**src/rtl/fetch_pkg.sv**
```systemverilog
// fetch_pkg: shared types and defaults for the instruction fetch buffer.
package fetch_pkg;
    typedef logic [31:0] word_t;
    typedef struct packed {
        word_t pc;
        word_t inst;
    } fetch_entry_t;
    localparam word_t RESET_PC_DEFAULT = 32'h0000_0000;
endpackage

```
**src/rtl/fetch_fifo.sv**
```systemverilog
// fetch_fifo: prefetch FIFO of {pc, inst} entries with push/pop/flush and occupancy.
module fetch_fifo
    import fetch_pkg::*;
#(
    parameter  int DEPTH = 2,
    localparam int AW    = $clog2(DEPTH),
    localparam int CW    = $clog2(DEPTH + 1)
) (
    input  logic          clk,
    input  logic          rst_n,
    input  logic          push,
    input  logic          pop,
    input  logic          flush,
    input  fetch_entry_t  din,
    output fetch_entry_t  dout,
    output logic          full,
    output logic          empty,
    output logic [CW-1:0] count
);
    fetch_entry_t  mem [DEPTH];
    logic [AW-1:0] wr_ptr, rd_ptr;
    logic          wr, rd;
    assign full  = count == CW'(DEPTH);
    assign empty = count == '0;
    assign wr    = push && !full;
    assign rd    = pop && !empty;
    assign dout  = mem[rd_ptr];
    always_ff @(posedge clk or negedge rst_n) begin
        if (!rst_n) begin
            for (int i = 0; i < DEPTH; i++) mem[i] <= '0;
            wr_ptr <= '0;
            rd_ptr <= '0;
            count  <= '0;
        end else if (flush) begin
            wr_ptr <= '0;
            rd_ptr <= '0;
            count  <= '0;
        end else begin
            if (wr) begin
                mem[wr_ptr] <= din;
                wr_ptr      <= wr_ptr + AW'(1);
            end
            if (rd) rd_ptr <= rd_ptr + AW'(1);
            count <= count + CW'(wr) - CW'(rd);
        end
    end
endmodule

```
**src/rtl/inst_fetch_buffer.sv**
```systemverilog
// inst_fetch_buffer: credit-based instruction prefetch with redirect flush.
// Define FETCH_MISALIGN_EN to flag misaligned redirects instead of masking them.
module inst_fetch_buffer
    import fetch_pkg::*;
#(
    parameter int    DEPTH    = 2,
    parameter word_t RESET_PC = RESET_PC_DEFAULT
) (
    input  logic        clk,
    input  logic        rst_n,
    output logic        imem_req_valid,
    output logic [31:0] imem_req_addr,
    input  logic        imem_req_ready,
    input  logic        imem_rsp_valid,
    input  logic [31:0] imem_rsp_data,
    input  logic        redirect_valid,
    input  logic [31:0] redirect_pc,
    output logic        inst_valid,
    output logic [31:0] inst_code,
    output logic [31:0] inst_pc,
    input  logic        inst_ready,
    output logic        fetch_misalign
);
    localparam int CW = $clog2(DEPTH + 1);
    word_t         pc, rsp_pc, redir_tgt;
    logic [CW-1:0] outstanding, discard, occ, out_next;
    logic          acc, rsp_ok, push, pop, full, empty, misalign;
    fetch_entry_t  head;
`ifdef FETCH_MISALIGN_EN
    assign redir_tgt = redirect_pc;
    always_ff @(posedge clk or negedge rst_n) begin
        if (!rst_n) misalign <= 1'b0;
        else if (redirect_valid) misalign <= |redirect_pc[1:0];
    end
`else
    assign redir_tgt = redirect_pc & ~32'h3;
    assign misalign  = 1'b0;
`endif
    assign fetch_misalign = misalign;
    // one credit per slot: every in-flight request must find room in the FIFO
    assign imem_req_valid = rst_n && !misalign && !full &&
                            (({1'b0, outstanding} + {1'b0, occ}) < (CW + 1)'(DEPTH));
    assign imem_req_addr  = pc;
    assign acc            = imem_req_valid && imem_req_ready;
    assign rsp_ok         = imem_rsp_valid && (outstanding != '0);
    assign push           = rsp_ok && (discard == '0) && !redirect_valid;
    assign pop            = !empty && inst_ready;
    assign out_next       = outstanding + CW'(acc) - CW'(rsp_ok);
    assign inst_valid     = !empty;
    assign inst_code      = head.inst;
    assign inst_pc        = head.pc;
    fetch_fifo #(.DEPTH(DEPTH)) u_fifo (
        .clk   (clk),
        .rst_n (rst_n),
        .push  (push),
        .pop   (pop),
        .flush (redirect_valid),
        .din   ('{pc: rsp_pc, inst: imem_rsp_data}),
        .dout  (head),
        .full  (full),
        .empty (empty),
        .count (occ)
    );
    // rsp_pc follows the oldest live request; stale ones are skipped via discard
    always_ff @(posedge clk or negedge rst_n) begin
        if (!rst_n) begin
            pc          <= RESET_PC;
            rsp_pc      <= RESET_PC;
            outstanding <= '0;
            discard     <= '0;
        end else begin
            outstanding <= out_next;
            if (redirect_valid) begin
                pc      <= redir_tgt;
                rsp_pc  <= redir_tgt;
                discard <= out_next;
            end else begin
                if (acc) pc <= pc + 32'd4;
                if (push) rsp_pc <= rsp_pc + 32'd4;
                if (rsp_ok && discard != '0) discard <= discard - CW'(1);
            end
        end
    end
endmodule

```
**config.mk**
```make
export PLATFORM = sky130hd
export DESIGN_NAME = inst_fetch_buffer
export DESIGN_NICKNAME = d
export VERILOG_FILES = /design/src/rtl/fetch_pkg.sv /design/src/rtl/fetch_fifo.sv /design/src/rtl/inst_fetch_buffer.sv
export SDC_FILE = /design/constraint.sdc
export NUM_CORES = 1
export LEC_CHECK = 0
export ABC_AREA = 1
export ABC_CLOCK_PERIOD_IN_PS = 4500
export BUFFER_PORTS_ARGS = -buffer_cell sky130_fd_sc_hd__buf_2
export CELL_PAD_IN_SITES_DETAIL_PLACEMENT = 1
export CELL_PAD_IN_SITES_GLOBAL_PLACEMENT = 1
export CORE_AREA = 2 2 117 205
export DETAILED_ROUTE_END_ITERATION = 7
export DIE_AREA = 0 0 119 207
export PLACE_DENSITY_LB_ADDON = 0.2
export SYNTH_ARGS = -nofsm -noshare
export SYNTH_HDL_FRONTEND = slang
export SYNTH_SLANG_ARGS = --single-unit
```
**constraint.sdc**
```tcl
create_clock -name clk -period 4.5 [get_ports clk]
set_clock_uncertainty 0.05 [all_clocks]
set_input_delay 0.225 -clock clk [delete_from_list [all_inputs] [get_ports clk]]
set_output_delay 0.225 -clock clk [all_outputs]
set_load 0.01 [all_outputs]
```
==> key figures, run 1 <==
Synth
  • Mux contribution to synthesized area: 0%
  • XOR/XNOR share of the synthesized area: 1.49%
  • Yosys cell types: 37
  • Post-Syn Area: around 10000 sq um
  • Adder-cell share of the synthesized area: 1.08%
  • Syn Inst Count: 1352
  • Simple-gate area share of the yosys netlist: 28.7%
  • Syn avg cell area: approximately 7.4 sq um
  • Largest family of logic cells by synthesized area: simple AND/OR/NAND/NOR gates
  • Ys Warns: 0
  • Synth Area in Compound Gates: about an eighth
  • Synthesized flop and latch total: ~190
  • Sequential fraction of the synthesis area: 48.0%

Clocking
  • Clock Pin Slew Worst Setup and Hold Paths: 0.07 ns
  • TritonCTS clock tree: done
  • Sink Count: approximately 190
  • # Post-CTS Setup Buffers: 0
  • Root Buffer: clkbuf_16
  • Clk buf depth: 2
  • TritonCTS Buffers: 17
  • H-tree lvl count: 4
  • Worst skew pair latency: about 0.45 ns
  • Cts repair resizes: 0

Min path
  • HP Class: primary input to flip-flop
  • Hold endpoint: u_fifo.mem[5]
  • Hold depth: 3
  • Hold wc startpoint: imem_rsp_data[5]

Final layout
  • Finished Layout Cells: roughly 1800
  • Commonest non-fill, non-tap cells in the layout: nand2_1 (540), dfrtp_1 (191), buf_2 (160)
  • Most common cell after layout, fill and taps aside: nand2_1
  • Layout area overhead: 18.7%
  • Share of layout cells above drive strength 1: roughly 14%
  • Fin util: 51.5%
  • # diodes: 0
  • Nets@finish: between 1500 and 2000

Die
  • Die span in y: 207 um
  • Initial Util: 43.4%
  • Die span in x: 119 um
  • Row count: 74
  • Core area: 23100 sq um
  • Die Footprint: between 20000 and 25000 sq um
  • Top Ports: 169

Pwr
  • Pleak: 6.20 nW
  • PD cells: 547 nW/um^2
  • Peak supply drop: between 0.0002 and 0.0003 V

Global routing
  • Vias in the first global route: 9825
  • Total GRT Usage: 25.1%
  • Pin count of the biggest net entering global routing: between 80 and 90
  • First-pass GRT wire length: around 49000 um
  • Initial antenna violation count: 0
  • Grt ovf: 0

Timing
  • Setup violators final: 0
  • Period utilisation layout: 66.0%
  • Worst Max-Slew Pin Slew: about 1.0 ns
  • Hold Worst Slack: approximately 0.018 ns
  • Fin. max-slew vios: 0
  • Final Hold Fails: 0
  • Final Critical Period: 2.97 ns
  • Max transition margin: 31.4%
  • Max frequency: 337 MHz
  • RSZ-0062 raised after global routing: false
  • Setup Total Neg Slack: 0 ns
  • Setup ws final: between 1.5 and 2 ns

Detailed routing
  • Routed Antenna Nets: 0
  • Iter 0 DRT Violations: 402
  • WL final: roughly 30000 um
  • Vias: just over 9000
  • DRC: 0
  • Iteration count of the initial detailed-routing pass: 5
  • DR WL/cell: 16.3 um
  • Via/cell ratio: 5.07

Setup path
  • Crit Path Category: flip-flop to flip-flop
  • Crit. End Element: flip-flop
  • Critical Path AT: 3.29 ns
  • RR Endpoint: imem_req_addr[21]
  • Reg2reg path depth: 10
  • CP startpoint kind: flip-flop
  • CP Data Required Time: 4.82 ns
  • R2r startpoint: outstanding[0]
  • Crit path max fanout: 20
  • R2r setup slk: 1.53 ns

Place
  • HPWL after DPL: 20800 um
  • Placed Instances: 1772
  • # port buffers: 161
  • Gpl congestion: approximately 0.93
  • DP Worst Slack: about 1.6 ns

Run
  • Max cap viols: 0

Status
  • Status: completed
[cells in the mapped netlist]
cell / count / area, sq um
nor2_1: 83 / 312
xnor2_1: 5 / 43.8
nand4_1: 14 / 87.6
dfrtp_1: 192 / 4800
or2_2: 3 / 18.8
o221ai_1: 4 / 35.0
conb_1: 1 / 3.75
fa_1: 1 / 20.0
o21bai_1: 5 / 37.5
o21ai_0: 52 / 260
a21oi_1: 27 / 135
a21oi_4: 1 / 16.3
o211ai_1: 11 / 82.6
clkbuf_1: 28 / 105
nor2_4: 1 / 11.3
buf_4: 5 / 37.5
inv_2: 3 / 11.3
buf_6: 13 / 146
and2_1: 1 / 6.26
o21ai_2: 5 / 43.8
a31oi_1: 4 / 25.0
nor3_1: 7 / 35.0
nand2_1: 540 / 2030
o21a_4: 1 / 15.0
inv_1: 134 / 503
o21ai_1: 107 / 536
xor2_1: 12 / 105
clkinv_1: 2 / 7.51
ha_1: 7 / 87.6
nand3_1: 61 / 305
buf_1: 3 / 11.3
buf_2: 11 / 55.1
nand2_4: 2 / 22.5
nor2_2: 3 / 18.8
nand2_2: 1 / 6.26
nand3b_1: 1 / 7.51
nand3_4: 1 / 17.5
[flip-flops by register name (all words and copies together), names as in the netlist]
| name | cells |
|---|---|
| u_fifo.mem | 124 |
| imem_req_addr | 30 |
| rsp_pc | 30 |
| discard | 2 |
| outstanding | 2 |
| u_fifo.count | 2 |
| u_fifo.rd_ptr | 1 |
| u_fifo.wr_ptr | 1 |
[per-layer routing]
layer	share of wire, %	track usage (%)	wire, um	vias to the layer above
li1	-	-	-	4596
met1	40	28.5	12200	4502
met2	54	46.7	16200	180
met3	3.2	4.30	958	47
met4	2.7	8.91	817	0
met5	0	0	0	-
[how the worst max path moves through the flow]
stage                     slack [ns]  cells past startpoint            from           endpoint
after floorplan                 2.35                     12  outstanding[0]         discard[0]
after global placement          1.63                     10  outstanding[0]  imem_req_addr[21]
after detailed placement        1.56                     10  outstanding[0]  imem_req_addr[21]
after CTS                       1.48                     10  outstanding[0]  imem_req_addr[21]
after global routing            1.33                     10  outstanding[0]  imem_req_addr[21]
final                           1.53                     10  outstanding[0]  imem_req_addr[21]
[layout make-up]
type                            count  area, sq um
Fill cell                        3005        11200
Sequential cell                   192         4810
Multi-Input combinational cell    965         4340
Timing Repair Buffer              214         1330
Inverter                          139          522
Clock buffer                       26          499
Tap cell                          304          380
Clock inverter                      1         5.00
[cell families (layout without fill, tap and decap cells)]
group           count (synthesis)  in the layout
buf+inv                       199            380
other cells                     1              5
compound gates                217            217
fa+ha+maj                       8              8
flops                         192            192
xor+xnor                       17             17
simple gates                  718            718
[metrics by stage]
stage | instance area, sq um | power, mW
after floorplan | 10000 | 4.20
after global placement | 11000 | 5.02
after detailed placement | 11000 | 5.14
after global routing | 11900 | 7.00
final | 11900 | 6.50
after CTS | 11900 | 6.57
[timing repair]
action | 4_1_cts | 5_1_grt
hold buffers | 42 | 0
endpoints found under the hold margin | 100 | 0
setup endpoints to repair | 0 | 0
[critical path: stages (launching register included)]
cell and delay (ns):
dfrtp_1 0.42, nand2_1 0.08, inv_1 0.05, fa_1 0.43
nor2_1 0.18, nand4_1 0.16, nand2_1 0.49, inv_1 0.54
o21ai_0 0.29, inv_1 0.06, a21oi_1 0.13
[report_power, final]
part           switching [mW]  internal (mW)  leakage (nW)
sequential              0.427           2.30          2.45
clock                   0.620          0.750         0.248
combinational            1.51          0.896          3.50
No activity file was read; power rests on OpenSTA's default activity.
==> run 2: changes to the inputs <==
--- a/config.mk
+++ b/config.mk
@@ -6,13 +6,13 @@
 export NUM_CORES = 1
 export LEC_CHECK = 0
 export ABC_AREA = 1
-export ABC_CLOCK_PERIOD_IN_PS = 4500
+export ABC_CLOCK_PERIOD_IN_PS = 2550
 export BUFFER_PORTS_ARGS = -buffer_cell sky130_fd_sc_hd__buf_2
 export CELL_PAD_IN_SITES_DETAIL_PLACEMENT = 1
 export CELL_PAD_IN_SITES_GLOBAL_PLACEMENT = 1
-export CORE_AREA = 2 2 117 205
+export CORE_AREA = 2 2 128 223
 export DETAILED_ROUTE_END_ITERATION = 7
-export DIE_AREA = 0 0 119 207
+export DIE_AREA = 0 0 130 225
 export PLACE_DENSITY_LB_ADDON = 0.2
 export SYNTH_ARGS = -nofsm -noshare
 export SYNTH_HDL_FRONTEND = slang
==> constraint.sdc (replaced) <==
create_clock -name clk -period 2.55 [get_ports clk]
set_clock_uncertainty 0.05 [all_clocks]
set_input_delay 0.1275 -clock clk [delete_from_list [all_inputs] [get_ports clk]]
set_output_delay 0.1275 -clock clk [all_outputs]
set_load 0.01 [all_outputs]
==> key figures, run 2 (synthesized netlist as in run 1, its figures left out) <==
Final layout
  • Most common cell after layout, fill and taps aside: nand2_1 (unchanged)
  • Commonest non-fill, non-tap cells in the layout: nand2_1 (540), dfrtp_1 (191), buf_2 (160) (unchanged)
  • Nets@finish: 1635 (was 1607)
  • Layout area overhead: 23.9% (was 18.7%)
  • Fill count: 3488 (was 3005)
  • # diodes: 0 (unchanged)
  • Max reg flops: 124 (unchanged)
  • FF/Latch Area: 4810 sq um (unchanged)
  • Share of layout cells above drive strength 1: 14.8% (was 14.1%)
  • Largest register by flop count: u_fifo.mem (unchanged)
  • Multi-input logic area: 4340 sq um (unchanged)
  • Fin area: 12400 sq um (was 11900 sq um)

Min path
  • HP Class: primary input to flip-flop (unchanged)

Clocking
  • Root Buffer: clkbuf_16 (unchanged)
  • H-tree lvl count: 4 (unchanged)
  • Worst skew pair latency: 0.45 ns (about the same)
  • TritonCTS Buffers: 17 (unchanged)
  • Clk buf depth: 2 (unchanged)
  • Cts repair resizes: 0 (unchanged)
  • Clock Pin Slew Worst Setup and Hold Paths: 0.07 ns (about the same)
  • Sink Count: 192 (unchanged)
  • TritonCTS clock tree: done (unchanged)

Detailed routing
  • Routed Antenna Nets: 0 (unchanged)
  • DRC: 0 (unchanged)
  • Iter 0 DRT Violations: 349 (was 402)
  • Vias: 9399 (was 9325)
  • Iteration count of the initial detailed-routing pass: 5 (unchanged)
  • Via/cell ratio: 4.85 (was 5.07)
  • WL final: 30500 um (was 30100 um)
  • DR WL/cell: 15.7 um (was 16.3 um)

Global routing
  • Total GRT Usage: 21.9% (was 25.1%)
  • Grt ovf: 0 (unchanged)
  • Initial antenna violation count: 0 (unchanged)
  • Pin count of the biggest net entering global routing: 130 (was 87)
  • First-pass GRT wire length: 50000 um (was 49100 um)
  • Vias in the first global route: 9988 (was 9825)

Die
  • Row count: 80 (was 74)
  • Core area: 27300 sq um (was 23100 sq um)
  • Initial Util: 36.6% (was 43.4%)
  • Top Ports: 169 (unchanged)
  • Die span in y: 225 um (was 207 um)
  • Die span in x: 130 um (was 119 um)
  • Die Footprint: 29300 sq um (was 24600 sq um)

Timing
  • Setup ws final: 0.179 ns (was 1.53 ns)
  • RSZ-0062 raised after global routing: false (unchanged)
  • Max frequency: 422 MHz (was 337 MHz)
  • Setup Total Neg Slack: 0 ns (unchanged)
  • Fin. max-slew vios: 0 (unchanged)
  • Setup violators final: 0 (unchanged)
  • Max transition margin: 45.5% (was 31.4%)
  • Worst Max-Slew Pin Slew: 0.817 ns (was 1.03 ns)
  • Final Critical Period: 2.37 ns (was 2.97 ns)
  • Final Hold Fails: 0 (unchanged)
  • Period utilisation layout: 93.0% (was 66.0%)

Pwr
  • Pleak: 6.40 nW (was 6.20 nW)
  • Sw power: 4.61 mW (was 2.56 mW)
  • Peak supply drop: 0.000532 V (was 0.000257 V)
  • Sequential cell fraction of total power: 39.8% (was 41.9%)
  • Internal power: 7.39 mW (was 3.94 mW)
  • Switch share: 38.4% (was 39.4%)
  • PD cells: 968 nW/um^2 (was 547 nW/um^2)
  • Combinational share of power: 35.9% (was 37.0%)
  • Clock power frac: 24.3% (was 21.1%)

Setup path
  • CP endpoint: discard[0] (was imem_req_addr[21])
  • CP Cell Sequence: nand2_1 -> inv_1 -> fa_1 -> nor2_1 -> nand4_1 -> ha_1 -> inv_1 -> ha_1 -> nand2_1 -> o21ai_0 -> nand2_1 -> o21ai_0 (was nand2_1 -> inv_1 -> fa_1 -> nor2_1 -> nand4_1 -> nand2_1 -> inv_1 -> o21ai_0 -> inv_1 -> a21oi_1)
  • Cell repeated most along the worst path: nand2_1 (was inv_1)
  • Slowest Stage Delay on Critical Path: 0.43 ns (was 0.54 ns)
  • Crit. End Element: flip-flop (unchanged)
  • Crit Path Category: flip-flop to flip-flop (unchanged)
  • Critical Path AT: 2.65 ns (was 3.29 ns)
  • Crit path max fanout: 3 (was 20)
  • Crit path max-delay cell type: fa_1 (was inv_1)
  • Crit. Startpoint: outstanding[0] (unchanged)
  • RR Endpoint: discard[0] (was imem_req_addr[21])
  • Reg2reg path depth: 12 (was 10)
  • CP startpoint kind: flip-flop (unchanged)
  • R2r setup slk: 0.18 ns (was 1.53 ns)
  • R2r startpoint: outstanding[0] (unchanged)
  • CP Data Required Time: 2.83 ns (was 4.82 ns)

Place
  • HPWL after DPL: 21400 um (was 20800 um)
  • DP Worst Slack: 0.200 ns (was 1.56 ns)
  • # port buffers: 161 (unchanged)
  • Gpl congestion: 0.875 (was 0.928)
  • Post-DP Area: 11100 sq um (was 11000 sq um)

Status
  • Status: completed (unchanged)

Run
  • Max cap viols: 0 (unchanged)
==> run 2: cell count changes in the layout (fill, tap and decap cells not counted) <==
| cell | change |
|---|---|
| dlygate4sd3_1 | +21 |
| clkbuf_1 | -5 |
| buf_4 | +4 |
| bufinv_16 | +4 |
| buf_12 | +3 |
| clkinvlp_4 | +3 |
| clkbuf_8 | -2 |
| clkinv_2 | +2 |
| inv_6 | +2 |
| clkinv_4 | +1 |
==> run 2: final cells by class <==
type	count	area share (%)
Clock buffer	19	3.65
Tap cell	369	3.73
Clock inverter	13	1.48
Multi-Input combinational cell	965	35.0
Inverter	139	4.21
Sequential cell	192	38.8
Timing Repair Buffer	242	13.2
==> run 2: through the flow <==
stage	hold WS [ns]	util [%]	cells	power, mW
CTS	0.00774	45.4	1939	12.2
detailed placement	0.290	40.7	1844	9.13
global route	0.0513	45.4	1939	13.0
global placement	0.277	40.7	1844	8.97
floorplan	-0.218	-	1356	7.41
finish	0.0336	45.4	1939	12.0
==> run 2: worst min-delay path by stage <==
| stage | start | endpoint | slack, ns | cells past startpoint |
|---|---|---|---|---|
| global placement | rst_n | imem_req_addr[6] | 0.28 | 2 |
| CTS | redirect_pc[29] | imem_req_addr[29] | 0.008 | 5 |
| global route | redirect_pc[26] | imem_req_addr[26] | 0.05 | 5 |
| floorplan | rst_n | discard[0] | -0.22 | 0 |
| finish | redirect_pc[29] | imem_req_addr[29] | 0.03 | 5 |
| detailed placement | rst_n | imem_req_addr[6] | 0.29 | 2 |
==> run 2: worst max-delay path, delay by kind of cell (launching register included) <==
kind                     cells  cell delay [ns]
adder cells (fa/ha/maj)      3             1.00
AND/OR/NAND/NOR              5             0.55
flip-flops                   1             0.41
AO/OA/AOI/OAI                2             0.16
buffers and inverters        2             0.09
==> run 2: power by group through the flow <==
| stage | Combinational, mW | Sequential [mW] | Clock, mW |
|---|---|---|---|
| 2_1_floorplan | 2.72 | 4.69 | 0 |
| 3_3_place_gp | 4.19 | 4.78 | 0 |
| 3_5_place_dp | 4.30 | 4.82 | 0 |
| 4_1_cts | 4.40 | 4.78 | 3.01 |
| 5_1_grt | 4.95 | 4.93 | 3.13 |
| 6_report | 4.30 | 4.78 | 2.92 |
==> run 2: timing repair <==
| item | CTS | global route |
|---|---|---|
| hold endpoints to repair | 308 | 0 |
| setup endpoints to repair | 0 | 0 |
| buffers inserted | 0 | 0 |
| hold buffers | 63 | 0 |
==> run 2: layer usage <==
layer | wire (um) | vias up | global-route usage [%]
met2 | 16000 | 180 | 39.7
met3 | 842 | 55 | 3.87
met1 | 12400 | 4489 | 24.8
met5 | 0 | - | 0
met4 | 1220 | 0 | 9.50
li1 | - | 4675 | -
==> run 3: changes to the inputs <==
--- a/config.mk
+++ b/config.mk
@@ -7,13 +7,13 @@
 export LEC_CHECK = 0
 export ABC_AREA = 1
 export ABC_CLOCK_PERIOD_IN_PS = 2550
-export BUFFER_PORTS_ARGS = -buffer_cell sky130_fd_sc_hd__buf_2
+export BUFFER_PORTS_ARGS = -buffer_cell sky130_fd_sc_hd__buf_4
 export CELL_PAD_IN_SITES_DETAIL_PLACEMENT = 1
 export CELL_PAD_IN_SITES_GLOBAL_PLACEMENT = 1
 export CORE_AREA = 2 2 128 223
 export DETAILED_ROUTE_END_ITERATION = 7
 export DIE_AREA = 0 0 130 225
-export PLACE_DENSITY_LB_ADDON = 0.2
+export PLACE_DENSITY = 0.86
 export SYNTH_ARGS = -nofsm -noshare
 export SYNTH_HDL_FRONTEND = slang
 export SYNTH_SLANG_ARGS = --single-unit
==> key figures, run 3 (synthesized netlist as in run 1, its figures left out) <==
Final layout
  • Fin area: 12700 sq um (was 12400 sq um)
  • Max reg flops: 124 (unchanged)
  • Layout area overhead: 26.8% (was 23.9%)
  • Most common cell after layout, fill and taps aside: nand2_1 (unchanged)
  • Nets@finish: 1633 (was 1635)
  • Largest register by flop count: u_fifo.mem (unchanged)
  • # diodes: 0 (unchanged)
  • Fin util: 46.4% (was 45.4%)
  • Share of layout cells above drive strength 1: 14.2% (was 14.8%)
  • Finished Layout Cells: 1935 (was 1939)
  • Commonest non-fill, non-tap cells in the layout: nand2_1 (540), dfrtp_1 (191), buf_4 (175) (was nand2_1 (540), dfrtp_1 (191), buf_2 (160))

Global routing
  • Initial antenna violation count: 0 (unchanged)
  • Grt ovf: 0 (unchanged)
  • First-pass GRT wire length: 51400 um (was 50000 um)
  • Vias in the first global route: 10379 (was 9988)
  • Total GRT Usage: 22.4% (was 21.9%)
  • Pin count of the biggest net entering global routing: 125 (was 130)

Timing
  • Final Hold Fails: 0 (unchanged)
  • Max transition margin: 30.8% (was 45.5%)
  • Final Critical Period: 2.37 ns (about the same)
  • Hold Worst Slack: 0.0330 ns (was 0.0336 ns)
  • RSZ-0062 raised after global routing: false (unchanged)
  • Worst Max-Slew Pin Slew: 1.04 ns (was 0.817 ns)
  • Fin. max-slew vios: 0 (unchanged)
  • Setup Total Neg Slack: 0 ns (unchanged)
  • Setup ws final: 0.181 ns (was 0.179 ns)
  • Setup violators final: 0 (unchanged)
  • Period utilisation layout: 92.9% (was 93.0%)
  • Max frequency: 422 MHz (about the same)

Detailed routing
  • Routed Antenna Nets: 0 (unchanged)
  • Via/cell ratio: 4.97 (was 4.85)
  • DRC: 0 (unchanged)
  • Iteration count of the initial detailed-routing pass: 5 (unchanged)
  • DR WL/cell: 16.4 um (was 15.7 um)
  • WL final: 31800 um (was 30500 um)
  • Iter 0 DRT Violations: 449 (was 349)
  • Vias: 9626 (was 9399)

Pwr
  • Sw power: 4.68 mW (was 4.61 mW)
  • Peak supply drop: 0.000549 V (was 0.000532 V)
  • Tot Pwr: 12.3 mW (was 12.0 mW)
  • Switch share: 38.0% (was 38.4%)
  • PD cells: 971 nW/um^2 (was 968 nW/um^2)
  • Pleak: 6.44 nW (was 6.40 nW)
  • Internal power: 7.64 mW (was 7.39 mW)
  • Combinational share of power: 38.8% (was 35.9%)
  • Clock power frac: 22.1% (was 24.3%)
  • Sequential cell fraction of total power: 39.1% (was 39.8%)

Setup path
  • Reg2reg path depth: 12 (unchanged)
  • CP startpoint kind: flip-flop (unchanged)
  • CP Data Required Time: 2.83 ns (about the same)
  • Critical Path AT: 2.65 ns (about the same)
  • Crit path max fanout: 3 (unchanged)
  • Crit Path Category: flip-flop to flip-flop (unchanged)
  • Crit. End Element: flip-flop (unchanged)

Status
  • Status: completed (unchanged)

Clocking
  • Clk buf depth: 2 (unchanged)
  • TritonCTS Buffers: 17 (unchanged)
  • Root Buffer: clkbuf_16 (unchanged)
  • H-tree lvl count: 4 (unchanged)
  • Clock Pin Slew Worst Setup and Hold Paths: 0.07 ns (about the same)
  • Sink Count: 192 (unchanged)
  • TritonCTS clock tree: done (unchanged)
  • Worst skew pair latency: 0.45 ns (about the same)

Min path
  • Hold depth: 4 (was 5)
  • HP Class: primary input to flip-flop (unchanged)

Die
  • Die span in y: 225 um (unchanged)
  • Row count: 80 (unchanged)
  • Die span in x: 130 um (unchanged)
  • Core area: 27300 sq um (unchanged)
  • Top Ports: 169 (unchanged)
  • Die Footprint: 29300 sq um (unchanged)
  • Initial Util: 36.6% (unchanged)

Place
  • Gpl congestion: 0.872 (was 0.875)
  • # port buffers: 161 (unchanged)
  • DP Worst Slack: 0.177 ns (was 0.200 ns)
  • Placed Instances: 1842 (was 1844)
  • HPWL after DPL: 22100 um (was 21400 um)
  • Post-DP Area: 11500 sq um (was 11100 sq um)

Run
  • Max cap viols: 0 (unchanged)
## run 3: what timing repair did
item	CTS	global route
endpoints found under the setup margin	0	1
hold endpoints to repair	165	0
setup buffers	0	0
hold buffers	63	0
resized for setup	0	1
## run 3: routing by layer
metal | wire (um) | part of all wire, % | vias to the layer above | track usage, %
met1 | 12300 | 39 | 4710 | 24.2
met2 | 17300 | 55 | 200 | 42.1
met4 | 1190 | 3.7 | 0 | 9.75
li1 | - | - | 4647 | -
met5 | 0 | 0 | - | 0
met3 | 941 | 3.0 | 69 | 3.68
## run 3: power by group through the flow
stage	combinational, mW	sequential, mW	clock (mW)
finish	4.78	4.81	2.72
global route	5.39	4.94	2.89
CTS	4.83	4.80	2.80
detailed placement	4.73	4.84	0
global placement	4.55	4.77	0
floorplan	2.72	4.69	0
## run 3: cell type report
type,instances,area [sq um]
multi-input combinational,965,4340
fill,3421,14600
clock buffer,25,475
sequential,192,4810
timing repair buffer,240,1980
inverter,139,522
tap,369,462
clock inverter,5,105
## run 3: critical path, cell delays in order, from the launching register on
cell and delay [ns]:
dfrtp_1 0.41, nand2_1 0.08, inv_1 0.05, fa_1 0.43, nor2_1 0.15, nand4_1 0.14
ha_1 0.31, inv_1 0.04, ha_1 0.29, nand2_1 0.07, o21ai_0 0.08, nand2_1 0.09
o21ai_0 0.08
## run 3: path summary, 6_finish.rpt
check                           slack (ns)           start          endpoint
worst max register to register        0.18  outstanding[0]        discard[0]
max in group asynchronous             0.92           rst_n     u_fifo.rd_ptr
worst max-delay path                  0.18  outstanding[0]        discard[0]
min in group asynchronous             0.12           rst_n    outstanding[0]
worst min-delay path                  0.03  redirect_valid  imem_req_addr[3]
worst min register to register        0.44  u_fifo.mem[35]    u_fifo.mem[35]
